[src/rtl/hazard_ctrl.sv]
`default_nettype none
// ============================================================================
//  Module      : hazard_ctrl
//  Description : Pipeline hazard controller for a 5-stage pipeline. Produces
//                latch/PC enables and bubble flushes from data-memory waits,
//                halt, taken branches, load-use dependencies, jumps and
//                instruction-fetch misses. Tracks fetch stall cycles and a
//                sticky data-wait watchdog.
//  Revision    : 1.0 - initial release
// ============================================================================
module hazard_ctrl (
    input  logic        CLK,
    input  logic        RST,
    input  logic        ihit,
    input  logic        dhit,
    input  logic        mem_dREN,
    input  logic        mem_dWEN,
    input  logic        mem_halt,
    input  logic        ex_dREN,
    input  logic [4:0]  ex_regDst,
    input  logic        ex_branch_taken,
    input  logic [4:0]  id_rs,
    input  logic [4:0]  id_rt,
    input  logic        id_useRt,
    input  logic        id_jump,
    output logic        pc_en,
    output logic        ifid_en,
    output logic        idex_en,
    output logic        exmem_en,
    output logic        memwb_en,
    output logic        ifid_flush,
    output logic        idex_flush,
    output logic        exmem_flush,
    output logic        halt,
    output logic [2:0]  state,
    output logic [15:0] stall_cnt,
    output logic        dwait_timeout
);

    localparam logic [2:0] ST_RUN    = 3'd0;
    localparam logic [2:0] ST_DWAIT  = 3'd1;
    localparam logic [2:0] ST_DRAIN  = 3'd2;
    localparam logic [2:0] ST_HALTED = 3'd3;

    localparam logic [7:0]  C_DWAIT_MAX = 8'hFF;
    localparam logic [15:0] C_STALL_MAX = 16'hFFFF;

    logic [2:0]  state_q, state_d;
    logic [15:0] stall_cnt_q, stall_cnt_d;
    logic [7:0]  dwait_cnt_q, dwait_cnt_d;
    logic        dwait_timeout_q, dwait_timeout_d;
    logic        halt_q, halt_d;

    logic        w_dpend;
    logic        w_lu;

    // Hazard detection: outstanding data access and load-use dependency
    always_comb begin
        w_dpend = (mem_dREN | mem_dWEN) & ~dhit;
        w_lu    = ex_dREN & (ex_regDst != 5'd0) &
                  ((ex_regDst == id_rs) | (id_useRt & (ex_regDst == id_rt)));
    end

    // Enables, flushes and next state; RUN and DWAIT share one priority chain
    always_comb begin
        pc_en       = 1'b1;
        ifid_en     = 1'b1;
        idex_en     = 1'b1;
        exmem_en    = 1'b1;
        memwb_en    = 1'b1;
        ifid_flush  = 1'b0;
        idex_flush  = 1'b0;
        exmem_flush = 1'b0;
        state_d     = state_q;

        if (RST) begin
            {pc_en, ifid_en, idex_en, exmem_en, memwb_en} = 5'b00000;
            {ifid_flush, idex_flush, exmem_flush}         = 3'b111;
            state_d = ST_RUN;
        end else begin
            case (state_q)
                ST_DRAIN: begin
                    {pc_en, ifid_en, idex_en, exmem_en, memwb_en} = 5'b00000;
                    state_d = ST_HALTED;
                end
                ST_HALTED: begin
                    {pc_en, ifid_en, idex_en, exmem_en, memwb_en} = 5'b00000;
                    state_d = ST_HALTED;
                end
                // RUN, DWAIT and the unreachable codes 4-7 all use RUN rules
                default: begin
                    if (w_dpend) begin
                        {pc_en, ifid_en, idex_en, exmem_en, memwb_en} = 5'b00000;
                        state_d = ST_DWAIT;
                    end else if (mem_halt) begin
                        pc_en = 1'b0;
                        {ifid_flush, idex_flush, exmem_flush} = 3'b111;
                        state_d = ST_DRAIN;
                    end else if (ex_branch_taken) begin
                        // Branch outranks load-use and fetch miss: the
                        // dependant instruction is squashed anyway.
                        ifid_flush = 1'b1;
                        idex_flush = 1'b1;
                        state_d    = ST_RUN;
                    end else if (w_lu) begin
                        pc_en      = 1'b0;
                        ifid_en    = 1'b0;
                        idex_flush = 1'b1;
                        state_d    = ST_RUN;
                    end else if (id_jump) begin
                        ifid_flush = 1'b1;
                        state_d    = ST_RUN;
                    end else if (!ihit) begin
                        pc_en      = 1'b0;
                        ifid_flush = 1'b1;
                        state_d    = ST_RUN;
                    end else begin
                        state_d    = ST_RUN;
                    end
                end
            endcase
        end
    end

    // Counter and flag next-state: stall count, data-wait watchdog, halt
    always_comb begin
        stall_cnt_d = stall_cnt_q;
        if (!pc_en && (state_q != ST_HALTED) && (stall_cnt_q != C_STALL_MAX))
            stall_cnt_d = stall_cnt_q + 16'd1;

        // Count only cycles that stay in DWAIT; any exit clears the count
        if ((state_q == ST_DWAIT) && w_dpend)
            dwait_cnt_d = (dwait_cnt_q == C_DWAIT_MAX) ? C_DWAIT_MAX
                                                       : dwait_cnt_q + 8'd1;
        else
            dwait_cnt_d = 8'd0;

        dwait_timeout_d = dwait_timeout_q | (dwait_cnt_d == C_DWAIT_MAX);
        halt_d          = (state_d == ST_HALTED);
    end

    // State and counter registers with synchronous reset
    always_ff @(posedge CLK) begin
        if (RST) begin
            state_q         <= ST_RUN;
            stall_cnt_q     <= 16'd0;
            dwait_cnt_q     <= 8'd0;
            dwait_timeout_q <= 1'b0;
            halt_q          <= 1'b0;
        end else begin
            state_q         <= state_d;
            stall_cnt_q     <= stall_cnt_d;
            dwait_cnt_q     <= dwait_cnt_d;
            dwait_timeout_q <= dwait_timeout_d;
            halt_q          <= halt_d;
        end
    end

    // halt is forced low while reset is held, even from HALTED
    always_comb begin
        halt          = halt_q & ~RST;
        state         = state_q;
        stall_cnt     = stall_cnt_q;
        dwait_timeout = dwait_timeout_q;
    end

endmodule
`default_nettype wire

[config.mk]
export PLATFORM = sky130hd
export DESIGN_NAME = hazard_ctrl
export DESIGN_NICKNAME = d
export VERILOG_FILES = /design/src/rtl/hazard_ctrl.sv
export SDC_FILE = /design/constraint.sdc
export NUM_CORES = 1
export LEC_CHECK = 0
export ABC_CLOCK_PERIOD_IN_PS = 3300
export CAP_MARGIN = 20
export CORE_ASPECT_RATIO = 1.75
export CORE_MARGIN = 10
export CORE_UTILIZATION = 45
export CTS_CLUSTER_DIAMETER = 30
export DETAILED_ROUTE_END_ITERATION = 16
export PLACE_DENSITY = 0.8
export SLEW_MARGIN = 40
export SYNTH_ARGS = -nofsm -noshare
export SYNTH_HDL_FRONTEND = slang
export SYNTH_SLANG_ARGS = --single-unit
[constraint.sdc]
create_clock -name CLK -period 3.3 [get_ports CLK]
set_input_delay 0.99 -clock CLK [delete_from_list [all_inputs] [get_ports CLK]]
set_output_delay 0.99 -clock CLK [all_outputs]
set_load 0.05 [all_outputs]
; Yosys cells after proc, flatten, opt, wreduce, memory -nomap -nowiden
; Cells that the tools add are included.
[totals]
inputBits = 26
mem_bits_ro = 0
ram_bits = 0
out_inout_bits = 29
latchBits = 0
elab_cells = 74
memories = 0
register_bits = 29
[classes]
bitwise = 10
shift = 0
n_reduce_logical = 6
n_eq_ne = 10
order_cmp = 0
n_mux = 41
add_sub_neg = 2
mul = 0
div = 0
[ops]
columns = op, count
row1 = 2-to-1 mux 1 bit, 35
row2 = adder 16 x 1 -> 16 bit (second input constant), 1
row3 = == test 8 bit (second input constant), 2
row4 = 2-to-1 mux 8 bit, 2
row5 = inequality test 16 bit (second input constant), 1
row6 = == test 5 bit, 2
row7 = == test 3 x 2 -> 1 bit (second input constant), 3
row8 = adder 8 x 1 -> 8 bit (second input constant), 1
row9 = 2-to-1 mux 2 bit, 4
row10 = AND 1 bit, 5
row11 = nonzero test 5 bit, 1
row12 = == test 3 x 1 -> 1 bit (second input constant), 1
row13 = logical AND 1 bit, 3
row14 = inequality test 3 x 2 -> 1 bit (second input constant), 1
row15 = bitwise OR 1 bit, 3
row16 = NOT 1 bit, 2
row17 = OR reduction 2 bit, 1
row18 = logical NOT 1 bit, 1

; Longest topological paths before layout
[logic_depth]
ltp_word = 13
ltp_mapped = 9
depth_no_buf = 7

; Worst setup path after synthesis
; No wires, ideal clock.
[synth_timing]
kind = input -> output
startpoint = in mem_dWEN
endpoint = out ifid_en
required_time_ns = 2.310
path_buffers = 0
path_slack_ns = -0.951
arrival_time_ns = 3.261
path_stages = 4
path_cell_list = o21bai_1 -> nand2b_1 -> nor2_1 -> a21boi_0
[synth_between]
elab_chain_cells = 5
[synth_lines]
columns = element, line
row1 = from (decl), 17  ; input logic mem_dWEN,
row2 = bitwise OR 1 bit, 59  ; w_dpend = (mem_dREN | mem_dWEN) & ~dhit;
row3 = AND 1 bit, 59
row4 = 2-to-1 mux 1 bit, 92  ; if (w_dpend) begin
row5 = 2-to-1 mux 1 bit, 81  ; case (state_q)
row6 = 2-to-1 mux 1 bit, 76  ; if (RST) begin
row7 = to (decl), 27  ; output logic ifid_en,
; No other way between the ends.

; Worst setup path after layout
[layout_timing]
startpoint = in id_rt[3]
endpoint = out ifid_flush
[layout_between]
elab_chain_cells = 10
[layout_lines]
columns = element, line
row1 = from (decl), 23  ; input logic [4:0] id_rt,
row2 = == test 5 bit, 61  ; ((ex_regDst == id_rs) | (id_useRt & (ex_regDst == id_rt)));
row3 = AND 1 bit, 61
row4 = bitwise OR 1 bit, 61
row5 = AND 1 bit, 60  ; w_lu = ex_dREN & (ex_regDst != 5'd0) &
row6 = 2-to-1 mux 1 bit, 105  ; end else if (w_lu) begin
row7 = 2-to-1 mux 1 bit, 99  ; end else if (ex_branch_taken) begin
row8 = 2-to-1 mux 1 bit, 95  ; end else if (mem_halt) begin
row9 = 2-to-1 mux 1 bit, 92
row10 = 2-to-1 mux 1 bit, 81
row11 = 2-to-1 mux 1 bit, 76
row12 = to (decl), 31  ; output logic ifid_flush,
; No other way between the ends.

==> flow_summary.yaml <==
finish:
  design_area_sq_um: 2560
  antenna_cells: 0
  layout.nets: 293
  syn2layout_area_growth_pct: 64.2
  final_cell_count_no_fill: 309
  drive_above_1_share_pct: 29.9
sta:
  holdWs_ps: 501
  setup_viol: 3
  max_freq_mhz: 297
  fin_crit_sh_pct: 102
  tightest_slew_ps: 525
  fin_skew_ps: 9.86
  relSlewSlack_pct: 64.9
  final_max_slew_viol_count: 0
  setup-tns-final_ps: -90.5
  finalCriticalPeriod_ps: 3370
  hold_viol: 0
  rsz0062_at_grt: "yes"
  fin_ws_ps: -68.7
die:
  die_w_microns: 64.5
  die_h_microns: 97.9
  start_util_pct: 46.4
  coreArea_sq_um: 3360
  num_rows: 28
  ios: 55
  die-area_sq_um: 6320
synth:
  mappedNetlistNets: 215
  syn_area_sq_um: 1560
  synth_seq_cells: 28
  ys_seq_area_share_pct: 35.9
  synthTopCellsByArea: "dfxtp_1 36%, a21oi_1 6.7%, xor2_1 5.6%"
  yosysWarnings: 0
  synth_top_area_cell: "dfxtp_1"
  ys_types: 45
  yosys_most_used_dff: "dfxtp_1"
  yosys.cell_count.top_type: "dfxtp_1"
  syn_avg_cell_area_sq_um: 8.34
  synthArstFlopShare_pct: 0
  synthesis.instances: 187
  synth_top_area_share_pct: 35.9
  netlist_top_cells_count: "28 x dfxtp_1, 21 x a21oi_1, 13 x nor2_1, 12 x nand2_1"
  synth_edf_count: 0
worst_setup_path:
  worstPathCellList: "buf_6, xor2_1, nor4_2, a32oi_2, nor2_2, o21ai_1, a21o_1, buf_6"
  critical_path_depth: 8
  r2r_slack_ps: 1040
  slowest_delay_ps: 320
  r2r-end: "stall_cnt[6]"
  path_delay_family: "simple AND/OR/NAND/NOR gates"
  rr_worst_depth: 8
  slowest_stage: "nor4_2"
  crit_required_ps: 2310
  r2r_start: "stall_cnt[0]"
  crit_top_cell: "buf_6"
  cp-end-kind: "output port"
  endpoint: "ifid_flush"
  cp_data_arrival_time_ps: 2380
  worstPathMaxFanout: 3
  timing_worst_setup_path_type: "primary input to output port"
  worstSetupStartpoint: "id_rt[3]"
  cp-start-kind: "primary input"
  worst-path-buf-inv: 2
power_and_ir_drop:
  peakVddDrop_v: 0.000305
  p_leak_nw: 0.971
  powerDensity_nw_per_um2: 314
drt:
  drt-vias-per-instance: 5.39
  vias: 1664
  final_antenna_net_count: 0
  wl_per_cell_microns: 15.7
  drt_iter0_drc: 29
  drc: 0
  wl_mm: 4.85
  first_pass_iters: 4
placed_design:
  io_buffers: 53
  dpl.cell_count: 296
  dp_hpwl_mm: 3.54
  placement.setup.worst_slack_ps: -496
  dpl-instance-area_sq_um: 2310
  gp_congestion: 0.841
hold_path:
  hold_class: "flip-flop to flip-flop"
outcome:
  violations: "negative setup slack"
  status: "complete, but fails checks"
grt:
  gr-usage-all-layers_pct: 14.5
  grt_max_degree: 25
  grt_pass1_wl_mm: 7.60
  antenna_found_initial: 0
  grt_pass1_vias: 1601
  grt-ovfl-total: 0
clock_tree:
  clockRootBuffer: "clkbuf_8"
  clock_latency_ps: 280
  clk_path_buf_depth: 2
  hold_buffers: 0
  cts_tree: "done"
  numClockSinks: 28
  clk_pin_slew_ps: 80
  numCtsBuffers: 3
  cts-htree-levels: 1
run:
  cap_viol_max_count: 0
worst reg2reg max path: cells and delay by family, from the launching register on:
kind            cells  cell delay, ps
simple gates        3             720
fa+ha+maj           1             230
compound gates      3             730
buf+inv             1             150
flops               1             370
placed cells by master, fill, tap and decap left out, drive strengths merged, types with 2 or more instances in the layout:
| master | n |
|---|---|
| mux2i | 2 |
| nor2b | 5 |
| a31oi | 2 |
| or3 | 9 |
| xor2 | 10 |
| and3 | 6 |
| nor2 | 13 |
| clkdlybuf4s15 | 4 |
| nand2b | 2 |
| buf | 43 |
| inv | 6 |
| or4 | 5 |
| a21oi | 21 |
| o21ai | 11 |
| xnor2 | 4 |
| nor3 | 6 |
| nand2 | 12 |
| clkbuf | 6 |
| o31ai | 5 |
| clkdlybuf4s50 | 26 |
| dfxtp | 28 |
| dlygate4sd2 | 7 |
| nand3 | 7 |
| nand4 | 2 |
| ha | 2 |
| and2 | 2 |
registers in the layout (all words and copies together), names as in the netlist:
register and count:
halt_q 1, state 2, stall_cnt 16, dwait_cnt_q 8
dwait_timeout 1
power by group:
| group | total [W] | switching [W] | internal [W] |
|---|---|---|---|
| registers | 0.000355 | 0.00000966 | 0.000346 |
| logic | 0.000239 | 0.000124 | 0.000115 |
| clock network | 0.000210 | 0.000103 | 0.000107 |
logic make-up after synthesis:
family                   share of synthesized area [%]
other                                            0.240
multiplexers                                      2.25
AND/OR/NAND/NOR                                   26.5
XOR/XNOR                                          7.86
flip-flops                                        35.9
adder cells (fa/ha/maj)                           1.60
buffers and inverters                             6.33
AO/OA/AOI/OAI                                     19.3
repair_timing:
item	in CTS	in global routing
resized for setup	47	29
hold endpoints to repair	0	0
endpoints found under the setup margin	5	18
pin swaps	24	18
cloned	0	1
buffers inserted	7	1
routing by layer:
| metal | global-route usage (%) | vias to the layer above | share of wire, % |
|---|---|---|---|
| met4 | 5.63 | 0 | 1.8 |
| met1 | 15.5 | 787 | 38 |
| li1 | - | 832 | - |
| met5 | 0 | - | 0 |
| met3 | 2.40 | 7 | 2.7 |
| met2 | 27.0 | 38 | 57 |
worst min path at each step:
stage,startpoint,endpoint,slack (ps),cells past startpoint
finish,dwait_cnt_q[0],dwait_cnt_q[0],500,1
global route,dwait_timeout,dwait_timeout,520,1
CTS,dwait_timeout,dwait_timeout,500,1
detailed placement,dwait_timeout,dwait_timeout,480,1
global placement,dwait_cnt_q[0],dwait_cnt_q[0],460,1
floorplan,dwait_cnt_q[0],dwait_cnt_q[0],440,1
layout make-up:
class,instances,area [sq um]
Multi-Input combinational cell,144,1040
Clock buffer,4,55.1
Inverter,6,22.5
Fill cell,267,801
Timing Repair Buffer,82,831
Tap cell,45,56.3
Sequential cell,28,561
through the flow:
stage,utilization [%],power [W]
5_1_grt,76.2,0.000838
2_1_floorplan,-,0.000475
3_5_place_dp,68.6,0.000579
6_report,76.2,0.000804
4_1_cts,73.0,0.000793
3_3_place_gp,68.6,0.000576
Power figures use the tool's default switching activity.
